<file path="src/rtl/win_pkg.sv">
// Shared state encoding and width helpers for the frame sequencer and its bus interface.
package win_pkg;

    typedef enum logic [2:0] {
        IDLE     = 3'd0,
        START    = 3'd1,
        WAIT_ROW = 3'd2,
        ROW      = 3'd3,
        GAP      = 3'd4,
        DRAIN    = 3'd5,
        DONE     = 3'd6
    } win_state_t;

    localparam int FRAME_H_MAX_DEF = 224;
    localparam int FRAME_W_MAX_DEF = 224;

    // Width of a geometry field (frame_h, rd_col, ...).
    function automatic int dim_bits(input int max_val);
        return $clog2(max_val - 1) + 1;
    endfunction

    // Width of a row counter that must also hold max_val itself.
    function automatic int cnt_bits(input int max_val);
        return $clog2(max_val) + 1;
    endfunction

    function automatic int win_r(input int win_size);
        return win_size / 2;
    endfunction

endpackage

</file>
<file path="src/rtl/win_frame_if.sv">
// Bus between the frame sequencer (master) and its line buffer / window block environment (slave).
interface win_frame_if #(
    parameter int FRAME_H_MAX = 224,
    parameter int FRAME_W_MAX = 224
);
    import win_pkg::*;

    localparam int HW = dim_bits(FRAME_H_MAX);
    localparam int WW = dim_bits(FRAME_W_MAX);
    localparam int RW = cnt_bits(FRAME_H_MAX);

    logic          cfg_vld;
    logic          cfg_rdy;
    logic [HW-1:0] cfg_h;
    logic [WW-1:0] cfg_w;
    logic          cfg_err;
    logic [RW-1:0] rows_avail;
    logic          ds_rdy;
    logic          rd_en;
    logic [HW-1:0] rd_row;
    logic [WW-1:0] rd_col;
    logic [HW-1:0] frame_h;
    logic [WW-1:0] frame_w;
    logic          frame_start;
    logic          din_vld;
    logic          win_vld;
    logic          busy;
    logic          frame_done;

    modport master (
        input  cfg_vld, cfg_h, cfg_w, rows_avail, ds_rdy, win_vld,
        output cfg_rdy, cfg_err, rd_en, rd_row, rd_col, frame_h, frame_w,
               frame_start, din_vld, busy, frame_done
    );

    modport slave (
        output cfg_vld, cfg_h, cfg_w, rows_avail, ds_rdy, win_vld,
        input  cfg_rdy, cfg_err, rd_en, rd_row, rd_col, frame_h, frame_w,
               frame_start, din_vld, busy, frame_done
    );

endinterface

</file>
<file path="src/rtl/vld_delay_line.sv">
// Reset-to-zero shift register: dout repeats din DEPTH clocks later.
module vld_delay_line #(
    parameter int DEPTH = 2
) (
    input  logic clk,
    input  logic rst_n,
    input  logic din,
    output logic dout
);
    logic [DEPTH-1:0] sr_r;

    // Shift din through DEPTH flops
    always_ff @(posedge clk or negedge rst_n) begin
        if (!rst_n) begin
            sr_r <= '0;
        end else begin
            sr_r[0] <= din;
            for (int i = 1; i < DEPTH; i++) begin
                sr_r[i] <= sr_r[i-1];
            end
        end
    end

    assign dout = sr_r[DEPTH-1];

endmodule

</file>
<file path="src/rtl/win_frame_ctrl.sv">
// Frame sequencer: accepts a geometry command, paces row reads out of the line buffer
// and counts returned windows to signal frame completion.
module win_frame_ctrl
    import win_pkg::*;
#(
    parameter int FRAME_H_MAX = FRAME_H_MAX_DEF,
    parameter int FRAME_W_MAX = FRAME_W_MAX_DEF,
    parameter int WIN_SIZE    = 3,
    parameter int RD_LAT      = 2,
    parameter int ROW_GAP     = 2
) (
    input logic         clk,
    input logic         reset_n,
    win_frame_if.master bus
);
    localparam int HW    = dim_bits(FRAME_H_MAX);
    localparam int WW    = dim_bits(FRAME_W_MAX);
    localparam int RW    = cnt_bits(FRAME_H_MAX);
    localparam int GW    = (ROW_GAP > 1) ? $clog2(ROW_GAP) : 1;
    localparam int WIN_R = win_r(WIN_SIZE);

    localparam logic [2:0] S_IDLE     = IDLE;
    localparam logic [2:0] S_START    = START;
    localparam logic [2:0] S_WAIT_ROW = WAIT_ROW;
    localparam logic [2:0] S_ROW      = ROW;
    localparam logic [2:0] S_GAP      = GAP;
    localparam logic [2:0] S_DRAIN    = DRAIN;
    localparam logic [2:0] S_DONE     = DONE;

    logic [2:0]    state_r, state_s;
    logic [RW-1:0] r_r, r_s, orow_r, orow_s;
    logic [RW-1:0] h_ext_s, row_top_s, need_s;
    logic [WW-1:0] c_r, c_s, ocol_r, ocol_s, w_last_s;
    logic [GW-1:0] gap_r, gap_s;
    logic [HW-1:0] frame_h_r;
    logic [WW-1:0] frame_w_r;
    logic          legal_s, latch_s, err_s, count_en_s;
    logic          cfg_rdy_r, cfg_err_r, busy_r, frame_start_r, frame_done_r, rd_en_r;
    logic          din_vld_s;

    assign legal_s = (bus.cfg_h >= HW'(WIN_SIZE)) && (bus.cfg_h <= HW'(FRAME_H_MAX)) &&
                     (bus.cfg_w >= WW'(WIN_SIZE)) && (bus.cfg_w <= WW'(FRAME_W_MAX));

    assign h_ext_s    = RW'(frame_h_r);
    assign w_last_s   = frame_w_r - WW'(1);
    // Bottom rows are padded by the window block, so never demand more than h rows.
    assign row_top_s  = r_r + RW'(WIN_R + 1);
    assign need_s     = (row_top_s > h_ext_s) ? h_ext_s : row_top_s;
    assign count_en_s = (state_r != S_IDLE) && (state_r != S_START);

    // Next-state, read-position and gap-counter decode
    always_comb begin
        state_s = state_r;
        r_s     = r_r;
        c_s     = c_r;
        gap_s   = gap_r;
        latch_s = 1'b0;
        err_s   = 1'b0;
        case (state_r)
            S_IDLE: begin
                if (bus.cfg_vld && legal_s) begin
                    latch_s = 1'b1;
                    state_s = S_START;
                end else if (bus.cfg_vld) begin
                    err_s = 1'b1;
                end else begin
                    state_s = S_IDLE;
                end
            end
            S_START: begin
                r_s     = '0;
                c_s     = '0;
                state_s = S_WAIT_ROW;
            end
            S_WAIT_ROW: begin
                if (bus.ds_rdy && (bus.rows_avail >= need_s)) begin
                    state_s = S_ROW;
                end else begin
                    state_s = S_WAIT_ROW;
                end
            end
            S_ROW: begin
                if (c_r == w_last_s) begin
                    c_s   = '0;
                    r_s   = r_r + RW'(1);
                    gap_s = '0;
                    if (ROW_GAP == 0) begin
                        state_s = (r_s < h_ext_s) ? S_WAIT_ROW : S_DRAIN;
                    end else begin
                        state_s = S_GAP;
                    end
                end else begin
                    c_s = c_r + WW'(1);
                end
            end
            S_GAP: begin
                if (gap_r == GW'(ROW_GAP - 1)) begin
                    state_s = (r_r < h_ext_s) ? S_WAIT_ROW : S_DRAIN;
                end else begin
                    gap_s = gap_r + GW'(1);
                end
            end
            S_DRAIN: begin
                if (orow_s == h_ext_s) begin
                    state_s = S_DONE;
                end else begin
                    state_s = S_DRAIN;
                end
            end
            S_DONE: begin
                state_s = S_IDLE;
            end
            default: begin
                state_s = S_IDLE;
            end
        endcase
    end

    // Returned-window counters; the DRAIN exit compares the post-increment value
    always_comb begin
        ocol_s = ocol_r;
        orow_s = orow_r;
        if (count_en_s && bus.win_vld && (orow_r != h_ext_s)) begin
            if (ocol_r == w_last_s) begin
                ocol_s = '0;
                orow_s = orow_r + RW'(1);
            end else begin
                ocol_s = ocol_r + WW'(1);
            end
        end else begin
            ocol_s = ocol_r;
            orow_s = orow_r;
        end
    end

    // State, counters and geometry latch
    always_ff @(posedge clk or negedge reset_n) begin
        if (!reset_n) begin
            state_r   <= S_IDLE;
            r_r       <= '0;
            c_r       <= '0;
            gap_r     <= '0;
            ocol_r    <= '0;
            orow_r    <= '0;
            frame_h_r <= '0;
            frame_w_r <= '0;
        end else begin
            state_r <= state_s;
            r_r     <= r_s;
            c_r     <= c_s;
            gap_r   <= gap_s;
            if (state_r == S_START) begin
                ocol_r <= '0;
                orow_r <= '0;
            end else begin
                ocol_r <= ocol_s;
                orow_r <= orow_s;
            end
            if (latch_s) begin
                frame_h_r <= bus.cfg_h;
                frame_w_r <= bus.cfg_w;
            end else begin
                frame_h_r <= frame_h_r;
                frame_w_r <= frame_w_r;
            end
        end
    end

    // Status/strobe outputs registered from the next state so they align with it
    always_ff @(posedge clk or negedge reset_n) begin
        if (!reset_n) begin
            cfg_rdy_r     <= 1'b1;
            cfg_err_r     <= 1'b0;
            busy_r        <= 1'b0;
            frame_start_r <= 1'b0;
            frame_done_r  <= 1'b0;
            rd_en_r       <= 1'b0;
        end else begin
            cfg_rdy_r     <= (state_s == S_IDLE);
            cfg_err_r     <= err_s;
            busy_r        <= (state_s != S_IDLE);
            frame_start_r <= (state_s == S_START);
            frame_done_r  <= (state_s == S_DONE);
            rd_en_r       <= (state_s == S_ROW);
        end
    end

    vld_delay_line #(
        .DEPTH (RD_LAT)
    ) u_vld_dly (
        .clk   (clk),
        .rst_n (reset_n),
        .din   (rd_en_r),
        .dout  (din_vld_s)
    );

    assign bus.cfg_rdy     = cfg_rdy_r;
    assign bus.cfg_err     = cfg_err_r;
    assign bus.busy        = busy_r;
    assign bus.frame_start = frame_start_r;
    assign bus.frame_done  = frame_done_r;
    assign bus.rd_en       = rd_en_r;
    assign bus.rd_row      = HW'(r_r);
    assign bus.rd_col      = c_r;
    assign bus.frame_h     = frame_h_r;
    assign bus.frame_w     = frame_w_r;
    assign bus.din_vld     = din_vld_s;

endmodule
</file>
<file path="src/flat_wrapper.sv">
// flat-port wrapper written by rule: the top's interface ports become plain ports
module win_frame_ctrl_flat import win_pkg::*;
#(
    parameter int FRAME_H_MAX = FRAME_H_MAX_DEF,
    parameter int FRAME_W_MAX = FRAME_W_MAX_DEF,
    parameter int WIN_SIZE    = 3,
    parameter int RD_LAT      = 2,
    parameter int ROW_GAP     = 2
)
  (clk, reset_n, bus_cfg_vld, bus_cfg_h, bus_cfg_w, bus_rows_avail, bus_ds_rdy, bus_win_vld, bus_cfg_rdy, bus_cfg_err, bus_rd_en, bus_rd_row, bus_rd_col, bus_frame_h, bus_frame_w, bus_frame_start, bus_din_vld, bus_busy, bus_frame_done);
  win_frame_if #(.FRAME_H_MAX(FRAME_H_MAX), .FRAME_W_MAX(FRAME_W_MAX)) bus_i ();
  input logic clk;
  input logic reset_n;
  input wire logic [$bits(bus_i.cfg_vld)-1:0] bus_cfg_vld;
  input wire logic [$bits(bus_i.cfg_h)-1:0] bus_cfg_h;
  input wire logic [$bits(bus_i.cfg_w)-1:0] bus_cfg_w;
  input wire logic [$bits(bus_i.rows_avail)-1:0] bus_rows_avail;
  input wire logic [$bits(bus_i.ds_rdy)-1:0] bus_ds_rdy;
  input wire logic [$bits(bus_i.win_vld)-1:0] bus_win_vld;
  output wire logic [$bits(bus_i.cfg_rdy)-1:0] bus_cfg_rdy;
  output wire logic [$bits(bus_i.cfg_err)-1:0] bus_cfg_err;
  output wire logic [$bits(bus_i.rd_en)-1:0] bus_rd_en;
  output wire logic [$bits(bus_i.rd_row)-1:0] bus_rd_row;
  output wire logic [$bits(bus_i.rd_col)-1:0] bus_rd_col;
  output wire logic [$bits(bus_i.frame_h)-1:0] bus_frame_h;
  output wire logic [$bits(bus_i.frame_w)-1:0] bus_frame_w;
  output wire logic [$bits(bus_i.frame_start)-1:0] bus_frame_start;
  output wire logic [$bits(bus_i.din_vld)-1:0] bus_din_vld;
  output wire logic [$bits(bus_i.busy)-1:0] bus_busy;
  output wire logic [$bits(bus_i.frame_done)-1:0] bus_frame_done;
  assign bus_i.cfg_vld = bus_cfg_vld;
  assign bus_i.cfg_h = bus_cfg_h;
  assign bus_i.cfg_w = bus_cfg_w;
  assign bus_i.rows_avail = bus_rows_avail;
  assign bus_i.ds_rdy = bus_ds_rdy;
  assign bus_i.win_vld = bus_win_vld;
  assign bus_cfg_rdy = bus_i.cfg_rdy;
  assign bus_cfg_err = bus_i.cfg_err;
  assign bus_rd_en = bus_i.rd_en;
  assign bus_rd_row = bus_i.rd_row;
  assign bus_rd_col = bus_i.rd_col;
  assign bus_frame_h = bus_i.frame_h;
  assign bus_frame_w = bus_i.frame_w;
  assign bus_frame_start = bus_i.frame_start;
  assign bus_din_vld = bus_i.din_vld;
  assign bus_busy = bus_i.busy;
  assign bus_frame_done = bus_i.frame_done;
  win_frame_ctrl #(.FRAME_H_MAX(FRAME_H_MAX), .FRAME_W_MAX(FRAME_W_MAX), .WIN_SIZE(WIN_SIZE), .RD_LAT(RD_LAT), .ROW_GAP(ROW_GAP)) u_core (.clk(clk), .reset_n(reset_n), .bus(bus_i));
endmodule
</file>
<file path="config.mk">
export PLATFORM = sky130hd
export DESIGN_NAME = win_frame_ctrl_flat
export DESIGN_NICKNAME = d
export VERILOG_FILES = /design/src/rtl/win_pkg.sv /design/src/rtl/win_frame_if.sv /design/src/rtl/vld_delay_line.sv /design/src/rtl/win_frame_ctrl.sv /design/src/flat_wrapper.sv
export SDC_FILE = /design/constraint.sdc
export NUM_CORES = 1
export LEC_CHECK = 0
export CORE_MARGIN = 5
export CORE_UTILIZATION = 50
export CTS_BUF_LIST = sky130_fd_sc_hd__clkbuf_8
export DETAILED_ROUTE_END_ITERATION = 12
export HOLD_SLACK_MARGIN = 0.15
export PLACE_DENSITY = 0.77
export REMOVE_ABC_BUFFERS = 1
export SYNTH_ARGS = -nofsm -noshare
export SYNTH_HDL_FRONTEND = slang
export SYNTH_SLANG_ARGS = --single-unit
</file>
<file path="constraint.sdc">
create_clock -name clk -period 6.87 [get_ports clk]
set_clock_uncertainty 0.05 [all_clocks]
set_input_delay 0.687 -clock clk [delete_from_list [all_inputs] [get_ports clk]]
set_output_delay 0.687 -clock clk [all_outputs]
set_load 0.05 [all_outputs]
</file>
-- Word level (Yosys, flattened, before mapping)
Index checks and enable logic that the tools add are counted.
W data, S select, Z words.
- bits in writable memories: 0
- register bits: 66
- memories: 0
- bits in latches: 0
- bits in read-only memories: 0
- input port bits: 32
- logic and storage cells: 87
- bitwise logic cells: 0
- $add $sub $neg: 7
- $mul: 0
- shift-type cells: 0
- equal/unequal tests: 14
- divide/modulo/power cells: 0
- magnitude comparators: 7
- muxes and demuxes: 27
- reduce and logical (&&, ||, !) cells: 17
- operator list (kind ; number):
    $mux W9 ; 9
    $add A9 B1 Y9 const B ; 4
    $pmux W9 S2 ; 2
    $eq A9 B9 Y1 ; 3
    $ge A9 B2 Y1 const B ; 2
    $le A9 B8 Y1 const B ; 2
    $pmux W3 S6 ; 1
    $mux W3 ; 5
    $add A9 B2 Y9 const B ; 1
    $eq A3 B2 Y1 const B ; 3
    $eq A3 B3 Y1 const B ; 3
    $ge A9 B9 Y1 ; 1
    $gt A9 B9 Y1 ; 1
    $lt A9 B9 Y1 ; 1
    $ne A9 B9 Y1 ; 1
    $sub A9 B1 Y9 const B ; 1
    $logic_and A1 B1 Y1 ; 8
    $mux W1 ; 8
    $eq A3 B1 Y1 const B ; 2
    $logic_not A3 Y1 ; 2
    $reduce_bool A2 Y1 ; 3
    $reduce_bool A3 Y1 ; 2
    $reduce_and A2 Y1 ; 2
    $ne A3 B1 Y1 const B ; 1
    4 further kinds ; 4

-- Logic depth before layout (Yosys ltp)
- depth after elaboration: 9
- depth in mapped cells: 21
- gate-level depth less buffers: 21

-- Modules after synthesis
A second synthesis with hierarchy kept.
- cell total of the unflattened synthesis: 513
- area total of the unflattened synthesis: 4695.8 µm²
- modules (own cells, without submodules) (module ; times used ; area an instance (µm²) ; cells an instance):
    win_frame_ctrl ; 1 ; 4645.7 ; 511
    vld_delay_line ; 1 ; 50.0 ; 2

-- Worst setup path before layout
No wires, ideal clock.
- path type: register to register
- from: register u_core.r_r[2], in the netlist u_core.bus.rd_row[2]
- to: register u_core.state_r[0]
- path slack: 2.329 ns
- period minus slack after synthesis: 4.541 ns
- cell stages (with the launch flop): 21
- path buffers: 0
- data arrival time: 4.340 ns
- required time: 6.669 ns
- cell sequence: dfrtp_1 > ha_1 > ha_1 > o21a_1 > o21a_1 > o21a_1 > o21a_1 > o21ai_0 > a21oi_1 > o21ai_2 > mux2_2 > ha_1 > nand2b_1 > a21o_1 > a21o_1 > a21o_1 > a21o_1 > a21oi_1 > o32ai_1 > nand3_1 > o2111ai_1
- word-level cells in the longest chain between the ends: 7
- elaborated cells on any way between the ends: 10
- ends and longest elaborated chain (what ; RTL line ; RTL):
    from (decl) ; win_frame_ctrl.sv:31 ; logic [RW-1:0] r_r, r_s, orow_r, orow_s;
    from (signal assigned) ; win_frame_ctrl.sv:149 ; r_r <= r_s;
    $add A9 B2 Y9 ; win_frame_ctrl.sv:47 ; assign row_top_s = r_r + RW'(WIN_R + 1);
    $gt A9 B9 Y1 ; win_frame_ctrl.sv:48 ; assign need_s = (row_top_s > h_ext_s) ? h_ext_s : row_top_s;
    $mux W9 ; win_frame_ctrl.sv:48 ;
    $ge A9 B9 Y1 ; win_frame_ctrl.sv:76 ; if (bus.ds_rdy && (bus.rows_avail >= need_s)) begin
    $logic_and A1 B1 Y1 ; win_frame_ctrl.sv:76 ;
    $mux W1 ; win_frame_ctrl.sv:76 ;
    $pmux W3 S6 (*) ; win_frame_ctrl.sv:59 ; case (state_r)
    via u_core.state_s[0] ; win_frame_ctrl.sv:30 ; logic [2:0] state_r, state_s;
    to (signal assigned) ; win_frame_ctrl.sv:148 ; state_r <= state_s;
    to (decl) ; win_frame_ctrl.sv:30 ;
The timed path passes the listed nets; every way through them passes the cells marked *.
A chain may end at the register's enable or synchronous reset.

-- Worst setup path in the final report
- from: register u_core.frame_h_r[1], in the netlist u_core.bus.frame_h[1]
- to: register u_core.state_r[0]
- word-level cells in the longest chain between the ends: 6
- elaborated cells on any way between the ends: 14
- ends and longest elaborated chain (what ; RTL line ; RTL):
    from (decl) ; win_frame_ctrl.sv:35 ; logic [HW-1:0] frame_h_r;
    from (signal assigned) ; win_frame_ctrl.sv:160 ; frame_h_r <= bus.cfg_h;
    from (signal assigned) ; win_frame_ctrl.sv:163 ; frame_h_r <= frame_h_r;
    $gt A9 B9 Y1 / $ne A9 B9 Y1 (equally long branches) ; win_frame_ctrl.sv:48, win_frame_ctrl.sv:123 ;
    $mux W9 / $logic_and A1 B1 Y1 (equally long branches) ; win_frame_ctrl.sv:48, win_frame_ctrl.sv:123 ;
    $ge A9 B9 Y1 / $mux W9 (equally long branches) ; win_frame_ctrl.sv:76, win_frame_ctrl.sv:123 ;
    $logic_and A1 B1 Y1 / $eq A9 B9 Y1 (equally long branches) ; win_frame_ctrl.sv:76, win_frame_ctrl.sv:104 ;
    $mux W1 / $mux W2 (equally long branches) ; win_frame_ctrl.sv:76, win_frame_ctrl.sv:104 ;
    $pmux W3 S6 (*) ; win_frame_ctrl.sv:59 ;
    via u_core.state_s[0] ; win_frame_ctrl.sv:30 ;
Marked as above.

==> metrics.txt <==
GR Overflow Total 0; number of max-cap violations 0; worst-case vdd ir drop approximately 0.24 mV; worst-path fanout max 8; unrepaired setup endpoints after global routing false; WS Path Type register to register; sequential share of the synthesized area 0.349; vias in the first global route 3983; Die Width ~110 um; commonest register cell after synthesis dfrtp_1; Worst Path Arrival between 4 and 5 ns; routed wire length about 12000 um; area growth from synthesis to layout 21.9%; count of inserted antenna diode cells 0; fmax 209 MHz; total global-route track usage 0.214; vias after detailed routing between 4000 and 5000; summed instance area of the synthesized netlist roughly 4700 um^2; antenna-violating nets left 0; input/output buffers 74; most common cell after layout, fill and taps aside clkdlybuf4s50_1; slew margin rel. 0.195; number of standard-cell rows in the floorplan 35; critical path's top delay family compound AO/OA/AOI/OAI gates; global-route wire length before repair around 20000 um; crit path capture type register; power per cell area 179 nW/um^2; Yosys cell types between 70 and 80; fin nets ~640; total of warnings raised by yosys 0; CTS sink cnt 66; largest net degree at the start of global routing 67; largest buffer count on any clock path 2; TritonCTS clock tree done; post-route setup TNS 0 ns; initial core utilization 0.512; CP Launch Type register; Cell Area, Placed roughly 5600 um^2; height of the chip roughly 110 um; share of the clock period used by the worst path 0.695; register bit count reported by yosys 66; Min-Delay Path Class register to register; Synth async-reset ratio 1.00; delay of the slowest critical-path stage 0.48 ns; number of primary I/O pins 75; master cell of the clock root buffer clkbuf_8; Core ar. 9240 um^2; Min Clock Period, post-route 4.77 ns; leading cell types in the layout, fill and taps excluded clkdlybuf4s50_1 (73), dfrtp_1 (65), nand2_1 (47), o21ai_0 (42), nor2_1 (33); placed wire-length estimate after detailed placement between 9000 and 10000 um; Avg WL per Cell 16.9 um; final setup violation count 0; worst-margin pin slew 1.19 ns; average instance area after synthesis ~9.4 um^2; Post-synth EDFFs 0; cell area after layout 5770 um^2; cell chain of the critical path inv_1 -> ha_1 -> nor2b_1 -> o21a_1 -> o21a_1 -> o21a_1 -> o21a_1 -> o21ai_0 -> a21oi_1 -> o21ai_2 -> mux2_2 -> ha_1 -> nand2b_1 -> a21o_1 -> a21o_1 -> a21o_1 -> a21o_1 -> a21oi_1 -> o32ai_1 -> nand3_1 -> o2111ai_1; critical path data required time approximately 7 ns; # H-tree levels 3; routability congestion estimate from global placement ~0.9; Resize count post-CTS 0; Detailed Route Iter0 Violations between 150 and 200; router iterations before antenna repair 4; detailed-route vias per instance between 5 and 6; # DRC 0; die footprint 11500 um^2; Post-CTS Hold Fix Bufs 0; clk slew on worst S/H paths around 0.070 ns; buffers inserted by post-CTS timing repair 0; clock latency on the worst-skew pair 0.35 ns; number of buffers created by CTS 9; slowest library cell on the worst path dfrtp_1; final hold violation count 0; Post-Syn Instances a little over 500; status finished clean; Bufs and invs on worst path 1; Static Leak about 2.6 nW; ratio of cells with drive above 1 in the final layout 0.100; number of slew-limit violations in the final report 0; antenna violations before repair 0
[flip-flops by register name, summed over array words and instances, names as in the netlist]
register / cells
u_core.bus.cfg_err: 1
u_core.u_vld_dly.sr_r: 2
u_core.orow_r: 9
u_core.bus.frame_w: 9
u_core.ocol_r: 9
u_core.bus.frame_start: 1
u_core.bus.frame_done: 1
u_core.bus.busy: 1
u_core.gap_r: 1
u_core.bus.rd_en: 1
u_core.state_r: 3
u_core.bus.rd_col: 9
u_core.bus.frame_h: 9
u_core.bus.cfg_rdy: 1
u_core.bus.rd_row: 9
[metrics by stage]
step | setup WS (ns) | cells | power [mW] | utilization | hold WS (ns)
floorplan | 2.29 | 487 | 0.605 | - | 0.281
global placement | 2.29 | 691 | 0.695 | 0.602 | 0.291
detailed placement | 2.18 | 691 | 0.701 | 0.602 | 0.290
CTS | 2.14 | 707 | 1.04 | 0.624 | 0.307
global route | 1.91 | 707 | 1.08 | 0.624 | 0.321
finish | 2.10 | 707 | 1.03 | 0.624 | 0.305
[kinds of logic (layout without fill, tap and decap cells)]
logic type,Yosys count,in the layout,synth area share
simple gates,174,174,0.203
compound gates,109,109,0.159
flops,66,66,0.349
xor+xnor,51,51,0.0984
buf+inv,42,115,0.0344
fa+ha+maj,32,32,0.0847
mux,31,31,0.0706
[power by group]
group | internal (mW) | switching, mW | total [mW]
combinational | 0.0888 | 0.138 | 0.227
sequential | 0.416 | 0.0498 | 0.466
clock | 0.178 | 0.164 | 0.342
total | 0.683 | 0.352 | 1.03
[worst paths after layout]
path,slack (ns),end,from,cells past startpoint
max,2.10,u_core.state_r[0],u_core.bus.frame_h[1],21
min reg2reg,0.30,u_core.u_vld_dly.sr_r[1],u_core.u_vld_dly.sr_r[0],0
max reg2reg,2.10,u_core.state_r[0],u_core.bus.frame_h[1],21
max in group asynchronous,5.74,u_core.ocol_r[7],reset_n,2
min,0.30,u_core.u_vld_dly.sr_r[1],u_core.u_vld_dly.sr_r[0],0
min in group asynchronous,0.46,u_core.bus.rd_col[1],reset_n,2
[cell type report]
type,count,area (um^2)
inverter,24,90.1
sequential,66,1650
clock buffer,10,138
multi-input combinational,397,2910
clock inverter,6,66.3
tap,129,161
timing repair buffer,75,743
fill,795,3470
[cell usage after synthesis (2+ instances only)]
master     instances  area share
a2111oi_0          3      0.0056
a31oi_1            2      0.0026
o21ai_0           42       0.044
nor3_2             3      0.0063
or4_1              3      0.0048
nor4_1             4      0.0053
o211ai_1           2      0.0032
a22o_1             6       0.011
nor3b_4            2      0.0079
o21a_1             7       0.011
mux2i_1           12       0.025
nand3b_1           4      0.0063
mux2_2            19       0.045
xor2_1            28       0.052
xnor2_1           22       0.041
nor2b_1            2      0.0026
a21o_1            10       0.016
nor3_1             9      0.0095
clkbuf_1          15       0.012
ha_1              32       0.085
nand3_1           16       0.017
o31a_1             2      0.0037
and2_1             3      0.0040
and3_1            13       0.017
nor2_1            33       0.026
nand2_1           47       0.037
dfrtp_1           65        0.34
nand2b_1          10       0.013
nand4_1           11       0.015
inv_1             24       0.019
o41ai_1            3      0.0056
a21oi_1           11       0.012
[routing by layer]
metal  wire length, um  vias up  track usage
li1                  -     1951            -
met5                 0        -            0
met1              5530     1937        0.287
met3               735       18       0.0558
met4               177        0       0.0594
met2              5510      120        0.342
(Power assumes the default switching activity.)
